File: src/rtl/led_sequence_ctrl.sv
// Programmable one-hot LED sequencer for the heartbeat light board.
// Config is taken over a valid/ready handshake in IDLE; every output is registered.
module led_sequence_ctrl #(
    parameter int N_LED       = 8,
    parameter int DIV_W       = 16,
    parameter int DEFAULT_DIV = 600
) (
    input  logic             clk,
    input  logic             rst,
    input  logic             cfg_valid,
    output logic             cfg_ready,
    input  logic [1:0]       cfg_mode,
    input  logic [DIV_W-1:0] cfg_div,
    input  logic [7:0]       cfg_steps,
    input  logic             run,
    input  logic             stop,
    output logic             busy,
    output logic             done,
    output logic             step_tick,
    output logic [2:0]       pos,
    output logic [N_LED-1:0] led_select
);

    // state | meaning
    // IDLE  | waiting for config, cfg_ready high
    // RUN   | dividing and stepping     HOLD | paused, everything frozen
    // DONE  | one-cycle done pulse after the final step
    typedef enum logic [1:0] {S_IDLE, S_RUN, S_HOLD, S_DONE} state_t;

    state_t             r_state;
    state_t             w_state_nxt;
    logic [N_LED-1:0]   r_led,      w_led_nxt,      w_step_led;
    logic [2:0]         r_pos,      w_pos_nxt,      w_step_pos;
    logic               r_dir_up,   w_dir_nxt,      w_step_dir;
    logic [DIV_W-1:0]   r_div_cnt,  w_div_cnt_nxt;
    logic [DIV_W-1:0]   r_div,      w_div_nxt;
    logic [1:0]         r_mode,     w_mode_nxt;
    logic [7:0]         r_steps,    w_steps_nxt;
    logic [7:0]         r_step_cnt, w_step_cnt_nxt;
    logic               r_tick,     w_tick_nxt;
    logic               r_cfg_ready, r_busy, r_done;
    logic               w_accept, w_step, w_last_step;

    assign w_accept    = cfg_valid && (r_state == S_IDLE);
    assign w_step      = (r_state == S_RUN) && !stop && run && (r_div_cnt == r_div - DIV_W'(1));
    assign w_last_step = w_step && (r_steps != 8'd0) && (r_step_cnt + 8'd1 == r_steps);

    always_ff @(posedge clk or posedge rst) begin
        if (rst) r_state <= S_IDLE;
        else     r_state <= w_state_nxt;
    end

    always_comb begin
        w_state_nxt = r_state;
        case (r_state)
            S_IDLE: if (w_accept) w_state_nxt = S_RUN;
            S_RUN: begin
                if (stop)             w_state_nxt = S_IDLE;
                else if (!run)        w_state_nxt = S_HOLD;
                else if (w_last_step) w_state_nxt = S_DONE;
            end
            S_HOLD: begin
                if (stop)     w_state_nxt = S_IDLE;
                else if (run) w_state_nxt = S_RUN;
            end
            S_DONE:  w_state_nxt = S_IDLE;
            default: w_state_nxt = S_IDLE;
        endcase
    end

    // Ping-pong flips direction on arrival at an end so end LEDs are never doubled.
    always_comb begin
        w_step_led = r_led;
        w_step_pos = r_pos;
        w_step_dir = r_dir_up;
        case (r_mode)
            2'd0: begin
                w_step_led = {r_led[N_LED-2:0], r_led[N_LED-1]};
                w_step_pos = r_pos + 3'd1;
            end
            2'd1: begin
                w_step_led = {r_led[0], r_led[N_LED-1:1]};
                w_step_pos = r_pos - 3'd1;
            end
            2'd2: begin
                if (r_dir_up) begin
                    w_step_pos = r_pos + 3'd1;
                    if (r_pos == 3'd6) w_step_dir = 1'b0;
                end else begin
                    w_step_pos = r_pos - 3'd1;
                    if (r_pos == 3'd1) w_step_dir = 1'b1;
                end
                w_step_led = N_LED'(1) << w_step_pos;
            end
            default: begin
                w_step_led = ~r_led;
                w_step_pos = 3'd0;
            end
        endcase
    end

    always_comb begin
        w_led_nxt      = r_led;
        w_pos_nxt      = r_pos;
        w_dir_nxt      = r_dir_up;
        w_div_cnt_nxt  = r_div_cnt;
        w_div_nxt      = r_div;
        w_mode_nxt     = r_mode;
        w_steps_nxt    = r_steps;
        w_step_cnt_nxt = r_step_cnt;
        w_tick_nxt     = 1'b0;
        if (w_accept) begin
            w_mode_nxt     = cfg_mode;
            w_div_nxt      = (cfg_div == '0) ? DIV_W'(1) : cfg_div;
            w_steps_nxt    = cfg_steps;
            w_div_cnt_nxt  = '0;
            w_step_cnt_nxt = 8'd0;
            w_dir_nxt      = 1'b1;
            case (cfg_mode)
                2'd1: begin
                    w_led_nxt = {1'b1, {(N_LED-1){1'b0}}};
                    w_pos_nxt = 3'd7;
                end
                2'd3: begin
                    w_led_nxt = '0;
                    w_pos_nxt = 3'd0;
                end
                default: begin
                    w_led_nxt = N_LED'(1);
                    w_pos_nxt = 3'd0;
                end
            endcase
        end else if (w_step) begin
            w_div_cnt_nxt = '0;
            w_led_nxt     = w_step_led;
            w_pos_nxt     = w_step_pos;
            w_dir_nxt     = w_step_dir;
            w_tick_nxt    = 1'b1;
            if (r_steps != 8'd0) w_step_cnt_nxt = r_step_cnt + 8'd1;
        end else if ((r_state == S_RUN) && !stop && run) begin
            w_div_cnt_nxt = r_div_cnt + DIV_W'(1);
        end
    end

    always_ff @(posedge clk or posedge rst) begin
        if (rst) begin
            r_led       <= N_LED'(1);
            r_pos       <= 3'd0;
            r_dir_up    <= 1'b1;
            r_div_cnt   <= '0;
            r_div       <= DIV_W'(DEFAULT_DIV);
            r_mode      <= 2'd0;
            r_steps     <= 8'd0;
            r_step_cnt  <= 8'd0;
            r_tick      <= 1'b0;
            r_cfg_ready <= 1'b1;
            r_busy      <= 1'b0;
            r_done      <= 1'b0;
        end else begin
            r_led       <= w_led_nxt;
            r_pos       <= w_pos_nxt;
            r_dir_up    <= w_dir_nxt;
            r_div_cnt   <= w_div_cnt_nxt;
            r_div       <= w_div_nxt;
            r_mode      <= w_mode_nxt;
            r_steps     <= w_steps_nxt;
            r_step_cnt  <= w_step_cnt_nxt;
            r_tick      <= w_tick_nxt;
            r_cfg_ready <= (w_state_nxt == S_IDLE);
            r_busy      <= (w_state_nxt == S_RUN) || (w_state_nxt == S_HOLD);
            r_done      <= (w_state_nxt == S_DONE);
        end
    end

    assign led_select = r_led;
    assign pos        = r_pos;
    assign step_tick  = r_tick;
    assign cfg_ready  = r_cfg_ready;
    assign busy       = r_busy;
    assign done       = r_done;

endmodule

File: config.mk
export PLATFORM = sky130hd
export DESIGN_NAME = led_sequence_ctrl
export DESIGN_NICKNAME = d
export VERILOG_FILES = /design/src/rtl/led_sequence_ctrl.sv
export SDC_FILE = /design/constraint.sdc
export NUM_CORES = 1
export LEC_CHECK = 0
export CAP_MARGIN = 0
export CORE_UTILIZATION = 48
export DETAILED_ROUTE_END_ITERATION = 7
export PLACE_DENSITY_LB_ADDON = 0.2
export SETUP_SLACK_MARGIN = 0.02
export SYNTH_ARGS = -nofsm -noshare
export SYNTH_HDL_FRONTEND = slang
export SYNTH_SLANG_ARGS = --single-unit
File: constraint.sdc
create_clock -name clk -period 6.07 [get_ports clk]
set_input_delay 1.5175 -clock clk [delete_from_list [all_inputs] [get_ports clk]]
set_output_delay 1.5175 -clock clk [all_outputs]
set_load 0.02 [all_outputs]
; After elaboration in Yosys (flattened, before gate mapping)
; Index checks and enable logic that the tools add are counted.
[word_totals]
register_bits = 68
elab_cells = 85
[classes]
addsub = 5
eq_ne = 14
shift = 1
n_mux = 32
bitwise_logic = 1
n_reduce_logical = 19
[ops]
columns = cell, n
row1 = 16-bit 2-to-1 mux, 4
row2 = 8-bit 2-to-1 mux, 5
row3 = 8-bit case mux with 3 select lines, 1
row4 = 16-bit by 1-bit adder with 16-bit output (second input constant), 1
row5 = 16-bit == test, 1
row6 = 16-bit logical NOT, 1
row7 = 8-bit case mux with 2 select lines, 1
row8 = 16-bit by 1-bit subtractor with 16-bit output (second input constant), 1
row9 = 3-bit 2-to-1 mux, 5
row10 = 2-bit == test (second input constant), 6
row11 = 2-bit 2-to-1 mux, 6
row12 = 3-bit case mux with 3 select lines, 1
row13 = 8-bit by 1-bit adder with 8-bit output (second input constant), 1
row14 = 2-bit by 1-bit == test with 1-bit output (second input constant), 4
row15 = 8-bit == test, 1
row16 = 1-bit 2-to-1 mux, 8
row17 = 8-bit inverter, 1
row18 = 2-bit case mux with 4 select lines, 1
row19 = 8-bit nonzero test, 1
row20 = 1-bit by 3-bit left shift with 8-bit output (first input constant), 1
row21 = 1-bit logical AND, 6
row22 = 2-bit logical NOT, 3
row23 = 2-bit nonzero test, 3
row24 = 2-bit AND reduction, 2
row25 = 7 further kinds, 7

; Longest topological paths before layout
[depth]
word_depth = 12
depth_mapped = 13

; Worst setup path after synthesis
; No wires, ideal clock.
[synth_path]
path_type = input to register
startpoint = input port run
endpoint = register r_step_cnt[3]
setup_time_ps = 78
arrival_time_ps = 3244
t_required_ps = 5992
setup_slack_ps = 2748
cell_stages = 9
n_path_buf = 2
cell_sequence = nor4bb_1 buf_2 nand4_1 a2111oi_0 and4_1 buf_6 nand4_4 or3_1 a21oi_1
[synth_between]
elab_chain_cells = 4
[synth_lines]
columns = item, line
row1 = start: declaration, 15  ; input logic run,
row2 = 1-bit logical AND (2 in series), 45  ; assign w_step = (r_state == S_RUN) && !stop && run && (r_div_cnt == r_div - DIV_W'(1));
row3 = 2-bit nonzero test (no source line), --
row4 = 2-bit AND reduction (no source line), --
row5 = end signal: assignment, 167  ; r_step_cnt <= w_step_cnt_nxt;
row6 = end: declaration, 39  ; logic [7:0] r_step_cnt, w_step_cnt_nxt;
; Every way passes these cells.
; A chain may end at the register's enable or synchronous reset.

; Worst setup path in the final report
; Ends and elaborated chain as after synthesis.

==> flow_summary.json <==
{
  "clk_latency_ns": 0.34,
  "synth_cells": 489,
  "design_area_um2": 4900,
  "cts.sinks": 68,
  "dr_total_vias": 3554,
  "die_w_um": 95.1,
  "cp.depth": 9,
  "use_met2_pct": 37.3,
  "skew_ns": 0.00722,
  "drc": 0,
  "path_cells": "clkdlybuf4s50_1, nor4bb_1, buf_4, nand4_1, a2111oi_0, and4_1, nand4_4, or3_1, a21oi_1",
  "r2r-end": "r_step_cnt[3]",
  "critPathKind": "input port to register",
  "crit_buf_inv": 2,
  "synth_ff_type": "dfrtp_1",
  "max-cap-violations": 0,
  "critPathCapture": "r_step_cnt[3]",
  "gr-usage-met3_pct": 4.23,
  "grt_usage_pct": 22.8,
  "cts.repair.resized": 0,
  "grt_overflow": 0,
  "startpoint": "run",
  "fin_tns_setup_ns": 0,
  "diodes": 0,
  "cp_max_fo": 15,
  "min_period_ns": 4.08,
  "num_rows": 33,
  "synthesis.area_um2": 4160,
  "numCtsBuffers": 9,
  "synth_warnings": 0,
  "coreArea_um2": 8300,
  "power_density_nw_per_um2": 333,
  "dp_hpwl_mm": 6.83,
  "max_slew_margin_pct": 33.9,
  "crit_path_max_incr_delay_ns": 0.52,
  "fillers": 769,
  "drt-wirelength-per-cell_um": 15.3,
  "holdBufCountCts": 0,
  "finalNetCount": 559,
  "hp-class": "register to register",
  "placedCellCount": 615,
  "p_leak_nw": 2.12,
  "grt_max_degree": 50,
  "ff2ff_path_depth": 10,
  "rsz0062_at_grt": "no",
  "place_congestion": 0.879,
  "cp_top_family": "simple AND/OR/NAND/NOR gates",
  "antenna_found_initial": 0,
  "h-tree-depth": 3,
  "vdd_drop_max_v": 0.000170,
  "fin_cells": 631,
  "synth_edf_count": 0,
  "timing.critical_path.required_ns": 6.33,
  "first_pass_iters": 4,
  "die_h_um": 95.1,
  "synth_seq_cells": 68,
  "grt_busiest_layer": "met2",
  "hold_viol": 0,
  "drive_gt1_share_pct": 7.03,
  "setup_viol": 0,
  "post_cts_buffers": 0,
  "synth.net_count": 527,
  "grt_use_met1_pct": 30.5,
  "rrSetupSlack_ns": 2.53,
  "start_util_pct": 50.2,
  "wirelength_mm": 9.67,
  "grt_pass1_wl_mm": 15.8,
  "io_buffers": 45,
  "path_clk_slew_ns": 0.07,
  "critPathSlowestCell": "clkdlybuf4s50_1",
  "seq_area_frac_synth_pct": 41.1,
  "io_pins": 46,
  "vias_per_cell": 5.63,
  "crit_path_end_kind": "register",
  "r2r-start": "r_div[0]",
  "synth_cell_type_count": 60,
  "dpl-instance-area_um2": 4640,
  "root_buffer": "clkbuf_8",
  "drt_iter0_markers": 119,
  "grt_pass1_vias": 3348,
  "worst_hold_slack_ns": 0.513,
  "syn_avg_cell_area_um2": 8.52,
  "syn_to_final_growth_pct": 17.7,
  "cp-start-kind": "input port",
  "clock.fmax_mhz": 245,
  "tightest_slew_ns": 0.990,
  "status": "completed",
  "antenna_left": 0,
  "cts_tree": "yes",
  "maxSlewViolCount": 0,
  "die-area_um2": 9050,
  "cts_buffer_depth": 2,
  "cp.arrival_ns": 4.34,
  "synthArstFlopShare_pct": 100,
  "finalCritPeriodShare_pct": 67.2
}
==> placed cells by master, fill, tap and decap left out, types with 2 or more instances in the layout <==
cell	n
nand2_1	100
dfrtp_1	61
clkdlybuf4s50_1	45
nor2_1	41
xnor2_1	25
xor2_1	25
a21oi_1	19
nand3_1	19
o21ai_0	17
o21ai_1	13
inv_1	12
nor4_1	11
clkbuf_8	11
mux2i_1	9
nor3_1	8
nand2b_1	8
nor2b_1	7
ha_1	7
dfstp_2	7
nand4_1	6
a31oi_1	6
o22ai_1	5
o211ai_1	5
and3_1	4
or3_1	4
buf_4	4
and2_1	3
a21o_1	3
bufinv_16	3
a211o_1	2
a31o_1	2
and4_1	2
or4_1	2
a22oi_1	2
==> cell usage after synthesis (all sizes together), types with 8 or more instances <==
cell type,instances,area share [%]
nand2,100,9.0
dfrtp,61,37
nor2,41,3.7
o21ai,30,3.6
xnor2,25,5.3
xor2,25,5.3
a21oi,20,2.5
clkbuf,20,1.8
nand3,20,2.5
inv,13,1.2
nor4,11,1.7
mux2i,9,2.2
nor3,9,1.4
buf,8,1.4
nand2b,8,1.2
==> metal layers <==
metal	routed length (µm)	share of wire [%]	vias up
li1	-	-	1749
met2	4590	47	82
met4	139	1.4	0
met5	0	0	-
met3	498	5.1	14
met1	4450	46	1709
==> power breakdown <==
group	leakage (nW)	internal [mW]	switching (mW)
Sequential	0.877	0.532	0.126
Combinational	1.12	0.226	0.274
Clock	0.126	0.297	0.179
==> worst reg2reg max path: cells and delay by family, from the launching register on <==
family | cells | cell delay, ns
flops | 1 | 0.48
simple gates | 5 | 1.76
buf+inv | 1 | 0.13
fa+ha+maj | 1 | 0.31
compound gates | 3 | 0.79
==> flip-flops by register name (all words and copies together) (netlist names), 2 cells and up <==
| register | count |
|---|---|
| r_step_cnt | 8 |
| r_steps | 8 |
| r_div_cnt | 16 |
| r_mode | 2 |
| r_div | 16 |
| r_state | 2 |
| pos | 3 |
| led_select | 8 |
==> worst min-delay path by stage <==
stage                     cells past startpoint       from         to
after floorplan                               2  r_div[15]  r_div[15]
after global placement                        2  r_div[15]  r_div[15]
after detailed placement                      2  r_div[15]  r_div[15]
after CTS                                     2   r_div[4]   r_div[4]
after global routing                          2   r_div[9]   r_div[9]
final                                         2   r_div[4]   r_div[4]
==> cell families after synthesis <==
logic type	share of synthesized area, %
compound gates	13.6
xor+xnor	10.5
fa+ha+maj	2.10
buf+inv	4.39
flops	41.1
mux	2.43
simple gates	25.9
==> through the flow <==
| step | power [mW] | util (%) | worst slack, ns |
|---|---|---|---|
| after global routing | 1.73 | 59.0 | 1.86 |
| final | 1.63 | 59.0 | 1.99 |
| after CTS | 1.64 | 59.0 | 2.02 |
| after floorplan | 1.02 | - | 2.75 |
| after global placement | 1.14 | 55.9 | 1.80 |
| after detailed placement | 1.16 | 55.9 | 1.72 |
==> area by class of cell <==
type | count | area (µm²) | area share, %
Sequential cell | 68 | 1710 | 34.9
Tap cell | 105 | 131 | 2.68
Multi-Input combinational cell | 380 | 2270 | 46.3
Timing Repair Buffer | 49 | 480 | 9.81
Inverter | 13 | 48.8 | 0.996
Clock inverter | 5 | 106 | 2.17
Clock buffer | 11 | 151 | 3.09
No activity file was read; power rests on OpenSTA's default activity.
